File: src/rtl/hazard_stall_ctrl.sv
// hazard_stall_ctrl: ID-stage hazard controller for the 5-stage MIPS pipeline.
//   Detects load-use hazards, sequences the multi-cycle MULT/DIV unit (MDU), and
//   flushes IF/ID when a branch or jump is taken.
// Latency: all control outputs are combinational from the current inputs and MDU state.
// Backpressure: a stall holds PC and IF/ID and injects a bubble into ID/EX.
//   A stall always takes priority over a flush.
// Optional feature: define HAZARD_STATS_EN to add StallCycles_o, a saturating
//   16-bit count of stall cycles.
// Ports:
//   Clk_i, Rst_i                      clock (rising edge); asynchronous reset, active-high
//   IDEXMemRead_i, IDEXRt_i           load in EX and its destination register
//   IFIDRs_i, IFIDRt_i, IFIDUsesRt_i  source registers of the ID instruction
//   IFIDMfHiLo_i                      ID instruction is MFHI or MFLO
//   MDUStart_i, MDUIsDiv_i            ID instruction starts an MDU op; high for a divide
//   BranchTaken_i                     branch or jump resolved taken in ID
//   PCWrite_o, IFIDWrite_o            load enables for PC and IF/ID
//   IDEXBubble_o, IFIDFlush_o         NOP insertion into ID/EX; clear of IF/ID
//   MDUBusy_o                         MDU operation in flight
//   StallCycles_o                     stall cycle counter (HAZARD_STATS_EN only)
module hazard_stall_ctrl #(
    parameter int MULT_CYCLES = 4,
    parameter int DIV_CYCLES  = 32,
    parameter int CNT_W       = 6
) (
    input  logic       Clk_i,
    input  logic       Rst_i,
    input  logic       IDEXMemRead_i,
    input  logic [4:0] IDEXRt_i,
    input  logic [4:0] IFIDRs_i,
    input  logic [4:0] IFIDRt_i,
    input  logic       IFIDUsesRt_i,
    input  logic       IFIDMfHiLo_i,
    input  logic       MDUStart_i,
    input  logic       MDUIsDiv_i,
    input  logic       BranchTaken_i,
    output logic       PCWrite_o,
    output logic       IFIDWrite_o,
    output logic       IDEXBubble_o,
    output logic       IFIDFlush_o,
`ifdef HAZARD_STATS_EN
    output logic [15:0] StallCycles_o,
`endif
    output logic       MDUBusy_o
);

    logic             busy_q, busy_d;
    logic [CNT_W-1:0] cnt_q, cnt_d;
    logic             load_use;
    logic             mdu_stall;
    logic             stall;

    // A load into $0 never creates a hazard. rt is compared only when the ID
    // instruction actually reads it.
    assign load_use  = IDEXMemRead_i && (IDEXRt_i != 5'd0) &&
                       ((IDEXRt_i == IFIDRs_i) || (IFIDUsesRt_i && (IDEXRt_i == IFIDRt_i)));
    // While the MDU is busy, only HI/LO readers and new MDU ops wait.
    // The last busy cycle (cnt_q == 0) still stalls.
    assign mdu_stall = busy_q && (IFIDMfHiLo_i || MDUStart_i);
    assign stall     = load_use || mdu_stall;

    always_comb begin
        PCWrite_o    = 1'b1;
        IFIDWrite_o  = 1'b1;
        IDEXBubble_o = 1'b0;
        IFIDFlush_o  = BranchTaken_i;
        if (stall) begin
            // A branch whose operands are not ready yet is re-evaluated next cycle.
            PCWrite_o    = 1'b0;
            IFIDWrite_o  = 1'b0;
            IDEXBubble_o = 1'b1;
            IFIDFlush_o  = 1'b0;
        end
    end

    // The countdown loads N-1 at issue, so Busy stays high for exactly N cycles.
    // A new issue cannot overlap a busy period, because MDUStart stalls while busy.
    always_comb begin
        busy_d = busy_q;
        cnt_d  = cnt_q;
        if (busy_q) begin
            if (cnt_q == '0) begin
                busy_d = 1'b0;
            end else begin
                cnt_d = cnt_q - 1'b1;
            end
        end else if (MDUStart_i && !stall) begin
            busy_d = 1'b1;
            cnt_d  = MDUIsDiv_i ? CNT_W'(DIV_CYCLES - 1) : CNT_W'(MULT_CYCLES - 1);
        end
    end

    always_ff @(posedge Clk_i or posedge Rst_i) begin
        if (Rst_i) begin
            busy_q <= 1'b0;
            cnt_q  <= '0;
        end else begin
            busy_q <= busy_d;
            cnt_q  <= cnt_d;
        end
    end

    assign MDUBusy_o = busy_q;

`ifdef HAZARD_STATS_EN
    logic [15:0] stall_cnt_q, stall_cnt_d;

    // The counter saturates at the maximum value instead of wrapping.
    always_comb begin
        stall_cnt_d = stall_cnt_q;
        if (stall && (stall_cnt_q != 16'hFFFF)) begin
            stall_cnt_d = stall_cnt_q + 16'd1;
        end
    end

    always_ff @(posedge Clk_i or posedge Rst_i) begin
        if (Rst_i) begin
            stall_cnt_q <= 16'd0;
        end else begin
            stall_cnt_q <= stall_cnt_d;
        end
    end

    assign StallCycles_o = stall_cnt_q;
`endif

endmodule

File: config.mk
export PLATFORM = sky130hd
export DESIGN_NAME = hazard_stall_ctrl
export DESIGN_NICKNAME = d
export VERILOG_FILES = /design/src/rtl/hazard_stall_ctrl.sv
export SDC_FILE = /design/constraint.sdc
export NUM_CORES = 1
export LEC_CHECK = 0
export CAP_MARGIN = 10
export CORE_UTILIZATION = 30
export CTS_CLUSTER_DIAMETER = 80
export DETAILED_ROUTE_END_ITERATION = 7
export GPL_TIMING_DRIVEN = 0
export PLACE_DENSITY = 0.62
export SKIP_LAST_GASP = 1
export SYNTH_ARGS = -nofsm -noshare
export SYNTH_HDL_FRONTEND = slang
export SYNTH_SLANG_ARGS = --single-unit
File: constraint.sdc
create_clock -name Clk_i -period 5.1 [get_ports Clk_i]
set_input_delay 1.02 -clock Clk_i [delete_from_list [all_inputs] [get_ports Clk_i]]
set_output_delay 1.02 -clock Clk_i [all_outputs]
set_load 0.005 [all_outputs]
==> flow_metrics.py <==
metrics = {
    "logic_synthesis": {
        "syn_avg_cell_area_sq_um": 9.09,
        "synth_nets": 89,
        "ys.flop_type": "dfrtp_1",
        "synth_cell_types": 30,
        "syn_inst": 65,
        "synth.top_cells.by_area": "dfrtp_1 (30%), xor2_1 (13%), inv_1 (4.4%)",
        "synth_top_area_share": 0.297,
        "ys_seq_area_frac": 0.297,
        "ys_ff_latch": 7,
        "synth_edf_count": 0,
        "yosysTopAreaCell": "dfrtp_1",
        "synth_commonest_cells": "xor2_1 (9), dfrtp_1 (7), inv_1 (7), nand2_1 (5), nor3_1 (4)",
        "yosys_warnings": 0,
        "ys_async_sr_fraction": 1.00,
        "yosysMostFrequentCell": "xor2_1",
        "syn_area_sq_um": 591,
    },
    "drt": {
        "wl_mm": 1.30,
        "firstDrtPassIters": 5,
        "via_per_inst": 4.74,
        "drcViolationCount": 0,
        "drt_iter0_drc": 9,
        "drt.antenna.violating_nets": 0,
        "vias": 574,
        "avgRoutedWirePerCell_um": 10.7,
    },
    "worst_setup_path": {
        "setup.worst_path.start_class": "primary input",
        "worstPathMaxFanout": 6,
        "critPathRequiredTime_ns": 4.08,
        "cp_data_arrival_time_ns": 3.15,
        "crit_type": "in2out",
        "critPathCaptureType": "primary output",
    },
    "sta": {
        "fin_ws_ns": 0.928,
        "worstMarginPinSlew_ns": 0.682,
        "fin_skew_ns": 0.0117,
        "fmax_ghz": 0.240,
        "max-slew-margin-rel": 0.540,
        "tns_ns": 0,
        "hold_ws_ns": 0.540,
        "maxSlewViolCount": 0,
        "hold_viol": 0,
        "rsz0062_at_grt": "false",
        "fin_crit_ns": 4.17,
        "fin_crit_sh": 0.818,
        "finalSetupViolCount": 0,
    },
    "status": {
        "outcome": "completed",
    },
    "global_route": {
        "antenna_found_initial": 0,
        "overflow": 0,
        "grt_use_total": 0.146,
        "grt_pass1_vias": 562,
        "grt_pass1_wl_mm": 2.14,
        "grt_start_max_net_pins": 11,
    },
    "placement": {
        "dp_hpwl_mm": 1.11,
        "io_buffers": 27,
        "pre_cts_ws_ns": 0.908,
        "routabilityCongestion": 0.844,
    },
    "run": {
        "drv_cap": 0,
    },
    "finish": {
        "synthToLayoutAreaGrowth_pct": 55.7,
        "drive_gt1_frac": 0.156,
        "fin_util": 0.516,
        "diodes": 0,
        "num-nets-final": 121,
    },
    "die": {
        "dieArea_sq_mm": 0.00215,
        "die_x_um": 46.4,
        "io_pins": 28,
        "initial_core_util": 0.331,
        "core_sq_mm": 0.00178,
        "dieHeight_um": 46.4,
        "rows": 15,
    },
    "cts": {
        "cts_tree": "yes",
        "hold_buffers": 0,
        "htree_levels": 1,
        "clock_sinks": 7,
        "clock_latency_ns": 0.26,
        "cts_setup_buffers": 0,
        "cts_buffers": 3,
        "clockBufferDepth": 2,
        "ctsResizeCount": 0,
        "cts_root_buf": "clkbuf_4",
        "clk_pin_slew_ns": 0.06,
    },
    "hold_path": {
        "hold_class": "reg2reg",
    },
    "pwr": {
        "power.total_mw": 0.372,
        "leakage_nw": 0.383,
        "peakVddDrop_mv": 0.164,
        "powerDensity_mw_per_mm2": 405,
    },
}
[per-stage QoR]
step                area (sq um)  instances
global placement             892        117
global route                 920        121
CTS                          920        121
finish                       920        121
detailed placement           892        117
floorplan                    591         65
[cells by family (layout without fill, tap and decap cells)]
logic type      Yosys count  after routing  synth area share
xor+xnor                 11             11             0.163
fa+ha+maj                 1              1            0.0212
buf+inv                   9             40            0.0657
flops                     7              7             0.297
mux                       1              1            0.0169
simple gates             19             19             0.199
compound gates           17             17             0.237
[critical path, cell delays in order]
cell and delay [ns]:
clkdlybuf4s50_1 0.48, xor2_1 0.20, nor4_2 0.25, a32oi_1 0.17, or2_4 0.29, and2_2 0.19, buf_4 0.12, clkdlybuf4s50_1 0.43
[final timing paths]
check	startpoint	to	slack, ns	cells after the start
worst max-delay path	IDEXRt_i[0]	PCWrite_o	0.93	8
worst min-delay path	cnt_q[1]	cnt_q[1]	0.54	2
worst max register to register	cnt_q[0]	cnt_q[3]	3.11	7
worst min register to register	cnt_q[1]	cnt_q[1]	0.54	2
max in group asynchronous	Rst_i	cnt_q[4]	3.86	2
min in group asynchronous	Rst_i	MDUBusy_o	1.00	2
[sequential cells by signal, indices dropped and copies added, names as in the netlist]
register	flops
cnt_q	6
MDUBusy_o	1
[layout by cell type (no fill, tap or decap), types with 2 or more instances in the layout]
cell type        instances
nand2_1                  5
nor3_1                   4
nor2_1                   2
inv_1                    7
a21oi_1                  2
clkbuf_4                 3
a32oi_1                  2
xor2_1                   9
dfrtp_1                  7
o311ai_1                 2
clkdlybuf4s50_1         27
o211ai_1                 2
o21ai_0                  3
xnor2_1                  2
[where the power goes]
group	internal, mW	switching (mW)
registers	0.0838	0.0262
clock network	0.0287	0.0217
logic	0.115	0.0971
[layer usage]
metal | wire [um] | part of all wire | GRT usage | vias to the layer above
met5 | 0 | 0 | 0 | -
met4 | 19 | 0.015 | 0.124 | 0
met3 | 95 | 0.073 | 0.0314 | 2
met2 | 621 | 0.48 | 0.228 | 26
met1 | 563 | 0.43 | 0.167 | 249
li1 | - | - | - | 297
[final cells by class]
class	instances	area [sq um]
flip-flops and latches	7	175
clock inverters	1	5.00
multi-input cells	49	377
inverters	7	26.3
fillers	178	863
clock buffers	3	22.5
repair buffers	27	270
well taps	25	31.3
plain buffers	2	12.5
Note: power is estimated with default switching activity, not from simulation.
